File: src/rtl/ff_serial_feeder.sv
// Parallel-to-serial feeder for a clock-enabled flop: shifts a word out MSB-first on D with one CE strobe every DIV+1 cycles.
// Optional: define FF_SERIAL_FEEDER_PARITY_EN to append an even-parity bit as an extra strobe.
module ff_serial_feeder #(
    parameter int   WIDTH    = 8,
    parameter int   DIV_W    = 8,
    parameter logic IDLE_VAL = 1'b0
) (
    input  logic             CK,
    input  logic             SR_N,
    input  logic             LOAD_VALID,
    output logic             LOAD_READY,
    input  logic [WIDTH-1:0] LOAD_DATA,
    input  logic [DIV_W-1:0] DIV,
    output logic             D,
    output logic             CE,
    output logic             BUSY,
    output logic             DONE
);

`ifdef FF_SERIAL_FEEDER_PARITY_EN
    localparam int SH_W = WIDTH + 1;
`else
    localparam int SH_W = WIDTH;
`endif
    localparam int BW = $clog2(SH_W + 1);

    typedef enum logic [1:0] {
        ST_IDLE = 2'd0,
        ST_RUN  = 2'd1,
        ST_DONE = 2'd2
    } state_t;

`ifdef FF_SERIAL_FEEDER_PARITY_EN
    function automatic logic even_parity(input logic [WIDTH-1:0] w);
        even_parity = ^w;
    endfunction

    function automatic logic [SH_W-1:0] load_word(input logic [WIDTH-1:0] w);
        load_word = {w, even_parity(w)};
    endfunction
`else
    function automatic logic [SH_W-1:0] load_word(input logic [WIDTH-1:0] w);
        load_word = w;
    endfunction
`endif

    state_t            state_r, state_s;
    logic [SH_W-1:0]   shreg_r, shreg_s;
    logic [DIV_W-1:0]  div_r, div_s;
    logic [DIV_W-1:0]  cnt_r, cnt_s;
    logic [BW-1:0]     bits_r, bits_s;
    logic              ready_r, ready_s;
    logic              d_r, d_s;
    logic              ce_r, ce_s;
    logic              busy_r, busy_s;
    logic              done_r, done_s;
    logic              accept_s;

    assign accept_s = LOAD_VALID && ready_r && (state_r == ST_IDLE);

    // Next-state and next-output logic; every output is registered from these values.
    always_comb begin
        state_s = state_r;
        shreg_s = shreg_r;
        div_s   = div_r;
        cnt_s   = cnt_r;
        bits_s  = bits_r;
        ready_s = ready_r;
        d_s     = d_r;
        ce_s    = 1'b0;
        busy_s  = busy_r;
        done_s  = 1'b0;
        case (state_r)
            ST_IDLE: begin
                d_s    = IDLE_VAL;
                busy_s = 1'b0;
                if (accept_s) begin
                    shreg_s = load_word(LOAD_DATA);
                    div_s   = DIV;
                    cnt_s   = DIV;
                    bits_s  = BW'(SH_W);
                    ready_s = 1'b0;
                    busy_s  = 1'b1;
                    state_s = ST_RUN;
                end else begin
                    ready_s = 1'b1;
                end
            end
            ST_RUN: begin
                if (cnt_r == {DIV_W{1'b0}}) begin
                    if (bits_r == {BW{1'b0}}) begin
                        // Last strobe was on the previous edge: DONE pulses now.
                        state_s = ST_DONE;
                        done_s  = 1'b1;
                    end else begin
                        ce_s    = 1'b1;
                        d_s     = shreg_r[SH_W-1];
                        shreg_s = {shreg_r[SH_W-2:0], 1'b0};
                        bits_s  = bits_r - BW'(1);
                        if (bits_r == BW'(1)) begin
                            cnt_s = {DIV_W{1'b0}};
                        end else begin
                            cnt_s = div_r;
                        end
                    end
                end else begin
                    cnt_s = cnt_r - DIV_W'(1);
                end
            end
            ST_DONE: begin
                state_s = ST_IDLE;
                d_s     = IDLE_VAL;
                ready_s = 1'b1;
                busy_s  = 1'b0;
            end
            default: begin
                state_s = ST_IDLE;
                d_s     = IDLE_VAL;
                ready_s = 1'b0;
                busy_s  = 1'b0;
            end
        endcase
    end

    // State and output registers with asynchronous clear.
    always_ff @(posedge CK or negedge SR_N) begin
        if (!SR_N) begin
            state_r <= ST_IDLE;
            shreg_r <= {SH_W{1'b0}};
            div_r   <= {DIV_W{1'b0}};
            cnt_r   <= {DIV_W{1'b0}};
            bits_r  <= {BW{1'b0}};
            ready_r <= 1'b0;
            d_r     <= IDLE_VAL;
            ce_r    <= 1'b0;
            busy_r  <= 1'b0;
            done_r  <= 1'b0;
        end else begin
            state_r <= state_s;
            shreg_r <= shreg_s;
            div_r   <= div_s;
            cnt_r   <= cnt_s;
            bits_r  <= bits_s;
            ready_r <= ready_s;
            d_r     <= d_s;
            ce_r    <= ce_s;
            busy_r  <= busy_s;
            done_r  <= done_s;
        end
    end

    assign LOAD_READY = ready_r;
    assign D          = d_r;
    assign CE         = ce_r;
    assign BUSY       = busy_r;
    assign DONE       = done_r;

endmodule
File: config.mk
export PLATFORM = sky130hd
export DESIGN_NAME = ff_serial_feeder
export DESIGN_NICKNAME = d
export VERILOG_FILES = /design/src/rtl/ff_serial_feeder.sv
export SDC_FILE = /design/constraint.sdc
export NUM_CORES = 1
export LEC_CHECK = 0
export ABC_AREA = 1
export CORE_UTILIZATION = 60
export CTS_CLUSTER_DIAMETER = 150
export DETAILED_ROUTE_END_ITERATION = 16
export PLACE_DENSITY_LB_ADDON = 0.1
export SYNTH_ARGS = -nofsm -noshare
export SYNTH_HDL_FRONTEND = slang
export SYNTH_SLANG_ARGS = --single-unit
File: constraint.sdc
create_clock -name CK -period 2.4 [get_ports CK]
set_input_delay 0.24 -clock CK [delete_from_list [all_inputs] [get_ports CK]]
set_output_delay 0.24 -clock CK [all_outputs]
set_load 0.005 [all_outputs]
==> summary.txt <==
Outcome
  – Outcome: finished, final reports clean

Timing
  – RSZ-0062 raised after global routing: no
  – Min cycle time layout: 1.959 ns
  – Final setup fails: 0
  – F_max: 0.5105 GHz
  – Setup Skew: slightly above 0.007 ns
  – Slew @ Worst Pin: 0.4442 ns
  – Final hold viol count: 0
  – Final WS setup: about 0.44 ns
  – Count of pins over their slew limit: 0
  – Relative slew slack: 70.39%
  – Total Neg Setup Slack: 0 ns
  – Tcrit/Tclk final: 81.62%

Global routing
  – Via count of the first global-routing pass: between 1500 and 2000
  – Largest net degree at the start of global routing: 36
  – Total Routing Usage GR: 25.46%
  – Initial antenna violation count: 0
  – Grt ovf: 0
  – First-pass GRT wire length: 6.699 mm

Clock tree
  – CTS tree: done
  – CTS-repair resized insts: 0
  – Post-CTS setup buffers: 0
  – TritonCTS Buffers: 5
  – # clock sinks: 35
  – H-tree depth: 2
  – Clock Path Buffers: 2
  – Worst-path clk slew: between 0.1 and 0.15 ns
  – Clock root buffer: clkbuf_4
  – Hold buffers post-CTS: 0
  – Worst-Skew Late Latency: about 0.34 ns

Final layout
  – Antenna Cells: 0
  – Most frequent cells in the layout: nand2_1 (78), dfrtp_1 (35), inv_1 (31), nor2_1 (27), clkdlybuf4s50_1 (23)
  – Synth-to-Final Area Change: 14.33%
  – Layout cell share with drive strength beyond 1: 15.97%
  – Number of fill cells: ~260
  – Fin nets: 311
  – Most common cell after layout, fill and taps aside: nand2_1

Synth
  – Area share of the largest cell type after synthesis: 42.50%
  – Mean Syn Cell Area: 7.835 um^2
  – Number of synthesized flops with an enable pin: 0
  – Part of the Yosys area used for sequential elements: a little over two fifths
  – Mapped Cells: 263
  – Post-synth top area cell: dfrtp_1
  – Ys Warns: 0
  – Post-Syn Nets: ~290
  – Ys async rst share: between 90% and 100%
  – Yosys reg bits: 35
  – Synth Flop Type: dfrtp_1
  – Post-Syn Area: 2061 um^2
  – Synth top area cells: dfrtp_1 (43%), nand2_1 (14%), inv_1 (5.6%)
  – Netlist cell types: 25

Drt
  – Routed len/inst: 12.20 um
  – Drt via density: 5.127
  – WL met1: approximately 1.9 mm
  – Drt first pass iters: 4
  – WL met2: 1.899 mm
  – Top sig layer: met4
  – ANT nets after route: 0
  – DRC: 0
  – Via count: 1702
  – Met3 wire len: between 150 and 200 um
  – Drt first-iter violations: 116
  – Routed WL: slightly above 4 mm

Floorplan
  – Die Ht: 60.61 um
  – Die area: between 3000 and 4000 um^2
  – Core area: 3153 um^2
  – Rows: 20
  – Io pins: 24
  – Initial core utilization: between 60% and 70%
  – Die W: approximately 61 um

Critical path
  – CP startpoint kind: register
  – Critical path required time: 2.67 ns
  – Reg-to-reg slack, setup: approximately 0.44 ns
  – CP arrival: roughly 2.2 ns
  – Launch point of the worst path: cnt_r[0]$_DFFE_PN0P_
  – Critical setup path kind: register to register
  – R2r startpoint: cnt_r[0]$_DFFE_PN0P_
  – CP Capture Type: register
  – Reg2reg path depth: 8
  – Crit Path Max Fanout: 21
  – RR Endpoint: bits_r[3]$_DFFE_PN0P_

Place
  – PortBufs: 23
  – Place WS: 0.4962 ns
  – Routability cong.: 0.8351
  – DP HPWL: 2.906 mm

Pwr
  – Power Total: 2.425 mW
  – Leak: 1.222 nW
  – Pwr Density: 1029 nW/um^2
  – Max VDD drop: 607.5 uV

Hold path
  – Worst hold path class: input port to asynchronous set/reset pin

Flow run
  – Max-Cap Viols: 0
-- metrics by stage --
| step | hold WS, ns | cells | cell area (um^2) | util, % |
|---|---|---|---|---|
| after CTS | 0.3069 | 332 | 2356 | 74.72 |
| after detailed placement | 0.4597 | 325 | 2300 | 72.94 |
| after floorplan | -0.05559 | 263 | 2061 | - |
| final | 0.2995 | 332 | 2356 | 74.72 |
| after global routing | 0.3418 | 332 | 2356 | 74.72 |
| after global placement | 0.4610 | 325 | 2300 | 72.94 |
-- layer usage --
metal | GRT usage, % | vias up
met2 | 40.97 | 40
li1 | - | 863
met1 | 31.91 | 788
met5 | 0 | -
met3 | 7.249 | 11
met4 | 11.69 | 0
-- kinds of logic after synthesis --
group                      Yosys count  synth area share [%]
adders and majority gates            4                 2.429
xor gates and xnor gates             2                0.8502
and+or+nand+nor                    149                 34.73
AOI/OAI and AO/OA                   32                 10.32
DFF                                 35                 42.50
buffers and inverters               41                 9.168
-- worst max-delay path, stage by stage, from the launching register on --
cell and delay (ns):
dfrtp_1 0.38, inv_1 0.17, ha_1 0.20, nand3_2 0.14
nor2_8 0.23, nor2_4 0.08, nor2_8 0.35, o21ai_0 0.23
o21ai_2 0.10
-- flip-flops by register name, indices dropped and copies added (netlist names) --
| signal | cells |
|---|---|
| BUSY | 1 |
| CE | 1 |
| D | 1 |
| DONE | 1 |
| LOAD_READY | 1 |
| bits_r | 4 |
| cnt_r | 8 |
| div_r | 8 |
| shreg_r | 8 |
| state_r | 2 |
-- cell usage after synthesis (2+ instances only) --
library cell and instances:
nand2_2 8, nor2_4 4, buf_6 2, dfrtp_1 35, inv_1 31, ha_1 4, inv_2 3, xor2_1 2
clkbuf_1 3, nor2_2 2, nand3_2 2, nor2_1 27, o21ai_0 15, o21ai_2 11, a21oi_1 4, nor2_8 2
nand2_4 3, nand4_1 2, nand2_1 78, nand3_1 20
-- how the worst max path moves through the flow --
stage | cells past startpoint | end
detailed placement | 8 | bits_r[3]$_DFFE_PN0P_
CTS | 8 | bits_r[3]$_DFFE_PN0P_
finish | 8 | bits_r[3]$_DFFE_PN0P_
global route | 8 | bits_r[3]$_DFFE_PN0P_
floorplan | 8 | bits_r[1]$_DFFE_PN0P_
global placement | 8 | cnt_r[1]$_DFFE_PN0P_
-- final cells by class --
type / instances / area (um^2) / area share (%)
Multi-Input combinational cell: 187 / 996.0 / 42.27
Sequential cell: 35 / 875.8 / 37.17
Timing Repair Buffer: 25 / 245.2 / 10.41
Inverter: 34 / 127.6 / 5.417
Tap cell: 44 / 55.05 / 2.337
Clock buffer: 6 / 51.30 / 2.177
Clock inverter: 1 / 5.005 / 0.2124
-- power by group --
group	total, mW	internal (mW)	switching [mW]
sequential	1.01	0.840	0.171
clock	0.327	0.136	0.192
combinational	1.09	0.436	0.651
total	2.43	1.41	1.01
(Power assumes the default switching activity.)
